## src/rtl/io_bus_interconnect_pkg.sv

```systemverilog
// Shared definitions for the split read/write IO bus interconnect:
// FSM encoding, default bus widths, default device map and timeout.
package io_bus_interconnect_pkg;

  typedef enum logic [1:0] {
    IDLE   = 2'd0,
    ACCESS = 2'd1,
    RESP   = 2'd2
  } state_t;

  localparam int unsigned IO_ADDR_W = 32;
  localparam int unsigned IO_DATA_W = 32;
  localparam int unsigned IO_CTRL_W = 3;

  localparam logic [31:0] SW_BASE   = 32'hFFFF_F000;
  localparam logic [31:0] LED_BASE  = 32'hFFFF_F100;
  localparam logic [31:0] SEG_BASE  = 32'hFFFF_F200;
  localparam logic [31:0] WIN_MASK  = 32'hFFFF_FF00;

  localparam int unsigned TIMEOUT_DEFAULT = 16;

endpackage

```

## src/rtl/io_addr_decoder.sv

```systemverilog
// Combinational address window decode: masked compare per channel, lowest
// matching index wins.
module io_addr_decoder
  import io_bus_interconnect_pkg::*;
#(
  parameter int unsigned ADDR_W  = IO_ADDR_W,
  parameter int unsigned NUM_DEV = 4,
  parameter logic [NUM_DEV*ADDR_W-1:0] DEV_BASE = '0,
  parameter logic [NUM_DEV*ADDR_W-1:0] DEV_MASK = '1
) (
  input  logic [ADDR_W-1:0]  addr,
  output logic               hit_any,
  output logic [NUM_DEV-1:0] sel
);

  always_comb begin
    hit_any = 1'b0;
    sel     = '0;
    for (int unsigned i = 0; i < NUM_DEV; i++) begin
      if (!hit_any &&
          ((addr & DEV_MASK[i*ADDR_W +: ADDR_W]) ==
           (DEV_BASE[i*ADDR_W +: ADDR_W] & DEV_MASK[i*ADDR_W +: ADDR_W]))) begin
        sel[i]  = 1'b1;
        hit_any = 1'b1;
      end
    end
  end

endmodule

```

## src/rtl/io_bus_interconnect.sv

```systemverilog
// Core-to-device IO interconnect: decodes each access onto one device channel,
// waits on that channel's ready, and terminates unmapped or hung accesses with an error.
module io_bus_interconnect
  import io_bus_interconnect_pkg::*;
#(
  parameter int unsigned ADDR_W  = IO_ADDR_W,
  parameter int unsigned DATA_W  = IO_DATA_W,
  parameter int unsigned CTRL_W  = IO_CTRL_W,
  parameter int unsigned NUM_DEV = 4,
  parameter logic [NUM_DEV*ADDR_W-1:0] DEV_BASE = '0,
  parameter logic [NUM_DEV*ADDR_W-1:0] DEV_MASK = {NUM_DEV{{(ADDR_W-8){1'b1}}, 8'h00}},
  parameter int unsigned TIMEOUT = TIMEOUT_DEFAULT
) (
  input  logic                      clk,
  input  logic                      rst,
  input  logic                      m_req,
  input  logic                      m_we,
  input  logic [ADDR_W-1:0]         m_addr,
  input  logic [CTRL_W-1:0]         m_ctrl,
  input  logic [DATA_W-1:0]         m_wd,
  output logic [DATA_W-1:0]         m_rd,
  output logic                      m_ready,
  output logic                      m_err,
  output logic [NUM_DEV-1:0]        d_sel,
  output logic                      d_we,
  output logic [ADDR_W-1:0]         d_addr,
  output logic [CTRL_W-1:0]         d_ctrl,
  output logic [DATA_W-1:0]         d_wd,
  input  logic [NUM_DEV*DATA_W-1:0] d_rd,
  input  logic [NUM_DEV-1:0]        d_ready
);

  state_t              state, state_nxt;
  logic                dec_hit;
  logic [NUM_DEV-1:0]  dec_sel;
  logic [NUM_DEV-1:0]  sel_q;
  logic                we_q;
  logic [7:0]          cnt;
  logic [DATA_W-1:0]   rd_q;
  logic                err_q;
  logic                sel_ready;
  logic [DATA_W-1:0]   sel_rd;
  logic                timed_out;

  io_addr_decoder #(
    .ADDR_W   (ADDR_W),
    .NUM_DEV  (NUM_DEV),
    .DEV_BASE (DEV_BASE),
    .DEV_MASK (DEV_MASK)
  ) u_dec (
    .addr    (m_addr),
    .hit_any (dec_hit),
    .sel     (dec_sel)
  );

  // Only the selected channel's ready and read data are ever observed.
  always_comb begin
    sel_ready = |(d_ready & sel_q);
    timed_out = (cnt == 8'(TIMEOUT - 1));
    sel_rd    = '0;
    for (int unsigned i = 0; i < NUM_DEV; i++) begin
      if (sel_q[i]) sel_rd = sel_rd | d_rd[i*DATA_W +: DATA_W];
    end
  end

  always_ff @(posedge clk) begin
    if (rst) state <= IDLE;
    else     state <= state_nxt;
  end

  always_comb begin
    state_nxt = state;
    case (state)
      IDLE:    if (m_req) state_nxt = dec_hit ? ACCESS : RESP;
      ACCESS:  if (sel_ready || timed_out) state_nxt = RESP;
      RESP:    state_nxt = IDLE;
      default: state_nxt = IDLE;
    endcase
  end

  always_ff @(posedge clk) begin
    if (rst) begin
      sel_q  <= '0;
      we_q   <= 1'b0;
      d_addr <= '0;
      d_ctrl <= '0;
      d_wd   <= '0;
      cnt    <= '0;
      rd_q   <= '0;
      err_q  <= 1'b0;
    end else begin
      case (state)
        IDLE: begin
          if (m_req) begin
            we_q   <= m_we;
            d_addr <= m_addr;
            d_ctrl <= m_ctrl;
            d_wd   <= m_wd;
            sel_q  <= dec_sel;
            cnt    <= '0;
            rd_q   <= '0;
            err_q  <= !dec_hit;
          end
        end
        ACCESS: begin
          // Ready is tested before the timeout so a late ready still succeeds.
          if (sel_ready) begin
            rd_q  <= we_q ? '0 : sel_rd;
            err_q <= 1'b0;
            sel_q <= '0;
          end else if (timed_out) begin
            rd_q  <= '0;
            err_q <= 1'b1;
            sel_q <= '0;
          end else begin
            cnt <= cnt + 8'd1;
          end
        end
        default: ;
      endcase
    end
  end

  always_comb begin
    m_ready = (state == RESP);
    m_err   = m_ready & err_q;
    m_rd    = m_ready ? rd_q : '0;
    d_sel   = (state == ACCESS) ? sel_q : '0;
    d_we    = (state == ACCESS) & we_q;
  end

endmodule

```

## config.mk

```make
export PLATFORM = sky130hd
export DESIGN_NAME = io_bus_interconnect
export DESIGN_NICKNAME = d
export VERILOG_FILES = /design/src/rtl/io_bus_interconnect_pkg.sv /design/src/rtl/io_addr_decoder.sv /design/src/rtl/io_bus_interconnect.sv
export SDC_FILE = /design/constraint.sdc
export NUM_CORES = 1
export LEC_CHECK = 0
export ABC_AREA = 1
export BUFFER_PORTS_ARGS = -buffer_cell sky130_fd_sc_hd__buf_2
export CAP_MARGIN = 20
export CELL_PAD_IN_SITES_DETAIL_PLACEMENT = 2
export CELL_PAD_IN_SITES_GLOBAL_PLACEMENT = 2
export CORE_UTILIZATION = 22
export CTS_CLUSTER_SIZE = 40
export DETAILED_ROUTE_END_ITERATION = 6
export GPL_TIMING_DRIVEN = 1
export PLACE_DENSITY = 0.88
export SYNTH_ARGS = -nofsm -noshare
export SYNTH_HDL_FRONTEND = slang
export SYNTH_SLANG_ARGS = --single-unit
```

## constraint.sdc

```tcl
create_clock -name clk -period 3.4 [get_ports clk]
set_input_delay 0.17 -clock clk [delete_from_list [all_inputs] [get_ports clk]]
set_output_delay 0.17 -clock clk [all_outputs]
set_load 0.05 [all_outputs]
```

==> flow_metrics.py, run 1 <==
metrics = {
    "status": {
        "outcome": "complete, no violations",
    },
    "critical_path": {
        "end_kind": "primary output",
        "worstPathArrival_ns": 1.88,
        "path_cells": "inv_1, nor2_1, inv_1, buf_16, nor2_1, buf_2",
        "crit_start": "state[1]",
        "cp_max_fo": 23,
        "cp_num_buf_inv": 4,
        "startpoint_type": "flip-flop",
        "cp_slowest_cell": "dfxtp_1",
        "r2r-start": "cnt[0]",
        "cp.required_ns": 3.23,
        "crit_path_max_incr_delay_ns": 0.33,
        "cpLargestDelayFamily": "buffers and inverters",
        "criticalPathCategory": "reg -> out",
    },
    "floorplan": {
        "fp.dieW_um": 147,
        "die_h_um": 147,
        "dieArea_sq_um": 21600,
        "num_rows": 52,
        "ios": 309,
        "core_area_sq_um": 20400,
        "start_util": 0.226,
    },
    "finish": {
        "multi_input_area_sq_um": 1970,
        "layout.cells.non_filler": 1103,
        "layout-drive-gt1-share": 0.287,
        "nets": 1028,
        "syn_to_final_growth_pct": 33.8,
        "fillers": 2489,
        "seqCellArea_sq_um": 2240,
        "utilization": 0.303,
    },
    "place": {
        "dpl_worst_slack_ns": 1.39,
        "place.gp.congestion": 0.723,
        "placed_cells": 1082,
        "port-buffer-count": 206,
        "dp_hpwl_mm": 11.9,
    },
    "routing": {
        "wl_per_cell_um": 15.4,
        "antenna_left": 0,
        "drc": 0,
        "viasPerCell": 4.42,
        "first_pass_iters": 4,
        "drt_iter0_drc": 181,
        "drt_wl_total_mm": 17.0,
        "num_vias": 4879,
    },
    "clock_network": {
        "clock-root-buffer": "clkbuf_16",
        "clockBufferDepth": 2,
        "ctsResizeCount": 0,
        "clk_pin_slew_ns": 0.08,
        "clkLatencyLatePin_ns": 0.36,
        "cts.sink_count": 112,
        "hold_buffers": 0,
        "cts_buffers": 9,
        "cts_tree": "done",
        "postCtsSetupBuffers": 0,
        "htreeDepth": 3,
    },
    "timing": {
        "tightest_slew_ns": 0.713,
        "fmaxAchievable_mhz": 487,
        "slew-limit-headroom": 0.524,
        "rsz0062_at_grt": "false",
        "period_share": 0.604,
        "period_needed_ns": 2.05,
        "setup_slack_ns": 1.35,
        "slew_viol_final": 0,
        "fin_skew_ns": 0.00842,
        "setup_tns_ns": 0,
        "hold_viol": 0,
        "finalSetupViolCount": 0,
    },
    "power": {
        "powerDensity_nw_per_um2": 516,
        "total_power_mw": 3.19,
        "max-vdd-ir-drop_v": 0.000199,
        "leakagePower_nw": 2.73,
    },
    "synthesis": {
        "ys_seq_elements": 112,
        "synthMuxAreaShare": 0,
        "synth_cell_type_count": 24,
        "synth-simple-area-share": 0.295,
        "synthCells": 643,
        "synthXorXnorAreaFrac": 0.00189,
        "syn_avg_cell_area_sq_um": 7.19,
        "ys_seq_area_frac": 0.485,
        "postSynth.asyncResetShare": 0,
        "yosysTopAreaCell": "dfxtp_1",
        "synth_compound_area_frac": 0.123,
        "ys.flop_type": "dfxtp_1",
        "synth_fa_ha_area_frac": 0.00271,
        "synth_top_family_by_area": "simple AND/OR/NAND/NOR gates",
        "synth_area_leaders": "dfxtp_1 49%, nor2_1 16%, o21ai_0 7.6%",
        "yosys.area.top_type_share": 0.485,
        "netlist_area_sq_um": 4620,
        "synth_edf_count": 0,
        "yosysWarningCount": 0,
    },
    "global_routing": {
        "overflow": 0,
        "grt_max_degree": 65,
        "first_global_vias": 5311,
        "antenna_found_initial": 4,
        "grt_usage": 0.158,
        "grt_pass1_wl_mm": 27.0,
    },
    "worst_hold_path": {
        "hold_start": "d_rd[27]",
        "hp-class": "in -> reg",
    },
    "run": {
        "cap_violations": 0,
    },
}
## worst min-delay path, cell delays in order
cell	delay, ns
buf_2	0.09
nand2_1	0.05
a21oi_1	0.06
## path summary, 6_finish.rpt
kind,end,slack [ns],cells after the start
worst max-delay path,m_rd[1],1.35,6
worst min-delay path,rd_q[27],0.06,3
worst max register to register,cnt[6],1.39,8
worst min register to register,d_wd[28],0.48,2
## cells in the mapped netlist (2+ instances only)
master,n
nand2_1,67
buf_2,13
a21oi_1,42
inv_1,47
nor2_1,200
nor2_4,2
buf_4,5
dfxtp_1,112
o21ai_0,70
clkbuf_1,20
buf_6,5
nand3_1,12
buf_1,3
nand4_1,35
## power by group
group / switching (mW) / leakage (nW) / internal (mW) / total, mW
Clock: 0.528 / 0.157 / 0.652 / 1.18
Combinational: 0.445 / 1.65 / 0.149 / 0.594
Sequential: 0.0332 / 0.919 / 1.38 / 1.41
## sequential cells by signal, summed over array words and instances (netlist names)
register,flops
d_ctrl,3
state,2
we_q,1
d_addr,32
err_q,1
sel_q,1
d_wd,32
rd_q,32
cnt,8
## placed cells by master, fill, tap and decap left out, drive strengths merged
cell type,n
nand3,12
nand3b,1
nand2,69
o21bai,1
clkbuf,10
diode,4
nand4,36
inv,49
bufinv,2
nor2,203
dfxtp,112
buf,214
ha,1
conb,3
a21oi,42
xor2,1
clkinv,3
o21ai,70
## metal layers
metal	part of all wire	up-vias	GRT usage
met4	0.013	0	0.0562
met1	0.43	2326	0.182
met2	0.51	121	0.282
met3	0.054	14	0.0379
li1	-	2418	-
met5	0	-	0
## cell families (layout without fill, tap and decap cells)
logic type | count (synthesis) | in the layout
other | 1 | 7
xor gates and xnor gates | 1 | 1
and+or+nand+nor | 321 | 321
AOI/OAI and AO/OA | 113 | 113
buffers and inverters | 94 | 278
DFF | 112 | 112
adders and majority gates | 1 | 1
## cell type report
type / instances / share of cell area
Multi-Input combinational cell: 439 / 0.318
Clock buffer: 10 / 0.0370
Sequential cell: 112 / 0.363
Inverter: 48 / 0.0291
Timing Repair Buffer: 214 / 0.182
Clock inverter: 6 / 0.0148
Antenna cell: 4 / 0.00162
Tap cell: 270 / 0.0546
## through the flow
step,area (sq um),hold WS (ns)
floorplan,4630,0.317
global placement,5810,0.418
detailed placement,5830,0.434
CTS,6150,0.0452
global route,6180,0.0555
finish,6180,0.0598
(Power assumes the default switching activity.)
==> inputs of run 2 (changes only) <==
- ABC_AREA: 1 -> 0
- CORE_UTILIZATION: 22 -> 19
- PLACE_DENSITY: 0.88 -> 0.8
- clock period: 3.4 -> 1.87 ns (I/O delays scaled with it)
==> flow_metrics.py, run 2 <==
metrics = {
    "status": {
        "outcome": "complete, no violations",
    },
    "clock_network": {
        "clk_pin_slew_ns": 0.08,
        "postCtsSetupBuffers": 0,
        "cts_buffers": 9,
        "clockBufferDepth": 2,
        "clock-root-buffer": "clkbuf_16",
        "htreeDepth": 3,
        "clkLatencyLatePin_ns": 0.35,
        "cts_tree": "done",
        "cts.sink_count": 112,
    },
    "synthesis": {
        "yosysTopAreaCell": "dfxtp_1",
        "synth.most_common_cell": "nand2_1",
        "netlist_area_sq_um": 4220,
        "synth_edf_count": 0,
        "ys_seq_area_frac": 0.531,
        "synth_compound_area_frac": 0.182,
        "synth.top_cells.by_count": "141 x nand2_1, 112 x dfxtp_1, 75 x a21oi_1",
        "yosys.area.top_type_share": 0.531,
        "ys_seq_elements": 112,
        "synthCells": 484,
        "synth_fa_ha_area_frac": 0.00296,
        "ys.flop_type": "dfxtp_1",
        "synthMuxAreaShare": 0.00267,
        "synth_area_leaders": "dfxtp_1 53%, nand2_1 13%, a21oi_1 8.9%",
        "syn_avg_cell_area_sq_um": 8.72,
        "synth-simple-area-share": 0.229,
        "yosysWarningCount": 0,
        "postSynth.asyncResetShare": 0,
        "synth_cell_type_count": 40,
        "synth_top_family_by_area": "simple AND/OR/NAND/NOR gates",
        "synthXorXnorAreaFrac": 0.00415,
    },
    "critical_path": {
        "rr_endpoint": "rd_q[18]",
        "worstPathArrival_ns": 1.98,
        "cp_max_fo": 32,
        "regToRegSetupSlack_ns": 0.13,
        "startpoint_type": "flip-flop",
        "r2r_cells": 5,
        "cp.required_ns": 2.11,
        "end_kind": "flip-flop",
        "criticalPathCategory": "reg -> reg",
        "r2r-start": "cnt[4]",
    },
    "routing": {
        "wl_per_cell_um": 16.4,
        "drt_wl_total_mm": 17.5,
        "num_vias": 4621,
        "drc": 0,
        "viasPerCell": 4.33,
        "antenna_left": 0,
        "first_pass_iters": 4,
        "drt_iter0_drc": 123,
    },
    "power": {
        "leakagePower_nw": 3.11,
        "powerDensity_nw_per_um2": 806,
        "max-vdd-ir-drop_v": 0.000473,
        "total_power_mw": 5.57,
    },
    "finish": {
        "final_area_sq_um": 6910,
        "nets": 985,
        "layout-drive-gt1-share": 0.316,
        "final_common_cell": "buf_2",
        "utilization": 0.316,
        "largestRegisters": "d_addr x32, d_wd x32, rd_q x32",
        "layout_common_cells": "199 x buf_2, 141 x nand2_1, 112 x dfxtp_1",
        "syn_to_final_growth_pct": 63.7,
        "fillers": 2453,
    },
    "worst_hold_path": {
        "hold_start": "m_addr[21]",
        "whs_endpoint": "d_addr[21]",
        "holdPathStages": 3,
        "hp-class": "in -> reg",
    },
    "place": {
        "port-buffer-count": 206,
        "dpl_worst_slack_ns": 0.167,
        "dp_hpwl_mm": 10.7,
        "place.gp.congestion": 0.709,
        "place_area_sq_um": 5580,
    },
    "timing": {
        "fin_skew_ns": 0.00847,
        "rsz0062_at_grt": "false",
        "finalSetupViolCount": 0,
        "slew-limit-headroom": 0.637,
        "slew_viol_final": 0,
        "fmaxAchievable_mhz": 575,
        "tightest_slew_ns": 0.544,
        "hold_viol": 0,
        "period_share": 0.929,
        "setup_slack_ns": 0.132,
        "period_needed_ns": 1.74,
        "setup_tns_ns": 0,
    },
    "global_routing": {
        "grt_pass1_wl_mm": 26.8,
        "first_global_vias": 5151,
        "grt_max_degree": 48,
        "overflow": 0,
        "grt_usage": 0.153,
        "antenna_found_initial": 1,
    },
    "floorplan": {
        "start_util": 0.193,
        "num_rows": 54,
        "core_area_sq_um": 21800,
        "die_h_um": 151,
        "dieArea_sq_um": 22800,
        "fp.dieW_um": 151,
        "ios": 309,
    },
    "run": {
        "cap_violations": 0,
    },
}
[run 2: cell count changes in the layout (fill, tap and decap cells not counted), sizes merged, moves of 32 or more]
cell / before / now
inv: 49 / 7
nor2: 203 / 4
nand4: 36 / 3
a22o: 0 / 32
nand2: 69 / 141
a21oi: 42 / 76
o21ai: 70 / 3
dlygate4sd3: 0 / 99
and2: 0 / 35
[run 2: what timing repair did]
item                                    CTS  global route
endpoints found under the setup margin    1            35
hold endpoints to repair                 99             0
resized for setup                         1             9
hold buffers                             99             0
[run 2: metal layers]
layer	wire, um	track usage	part of all wire
met2	9250	0.295	0.53
met1	6700	0.155	0.38
met3	1450	0.0599	0.082
met5	0	0	0
met4	133	0.0240	0.0076
[run 2: worst max-delay path, cell delays in order, from the launching register on]
cell and delay, ns:
dfxtp_1 0.35, or4_4 0.57, o211ai_2 0.20, a21oi_2 0.10
buf_12 0.17, a22o_1 0.22
[run 2: area by class of cell]
class / count / area, sq um / share of cell area
Clock inverter: 7 / 83.8 / 0.0121
Inverter: 3 / 11.3 / 0.00163
Multi-Input combinational cell: 335 / 1790 / 0.260
Tap cell: 280 / 350 / 0.0507
Antenna cell: 1 / 2.50 / 0.000362
Clock buffer: 9 / 225 / 0.0326
Timing Repair Buffer: 320 / 2200 / 0.318
Sequential cell: 112 / 2240 / 0.325
[run 2: power breakdown]
| part | internal (mW) | leakage, nW | switching [mW] |
|---|---|---|---|
| logic | 0.358 | 2.05 | 0.636 |
| registers | 2.47 | 0.914 | 0.0458 |
| clock network | 1.07 | 0.149 | 0.989 |
| total | 3.90 | 3.11 | 1.67 |
[run 2: through the flow]
step	hold slack (ns)	instances
after CTS	0.0126	1066
after detailed placement	0.316	951
after global routing	0.0215	1066
after global placement	0.311	951
final	0.0172	1067
after floorplan	0.189	486
[run 2: kinds of logic (layout without fill, tap and decap cells)]
logic type,count (synthesis),in the layout
flops,112,112
other cells,1,4
mux,1,1
fa+ha+maj,1,1
buf+inv,39,339
simple gates,208,208
xor+xnor,2,2
compound gates,120,120
[run 2: worst max-delay path by stage]
| stage | startpoint | end | slack [ns] | depth (start not counted) |
|---|---|---|---|---|
| 6_report | cnt[4] | rd_q[18] | 0.13 | 5 |
| 5_1_grt | state[1] | m_rd[5] | 0.003 | 4 |
| 4_1_cts | state[1] | m_rd[13] | 0.06 | 4 |
| 3_5_place_dp | state[0] | rd_q[0] | 0.17 | 5 |
| 3_3_place_gp | state[0] | rd_q[28] | 0.18 | 5 |
| 2_1_floorplan | state[1] | m_rd[22] | 0.05 | 3 |
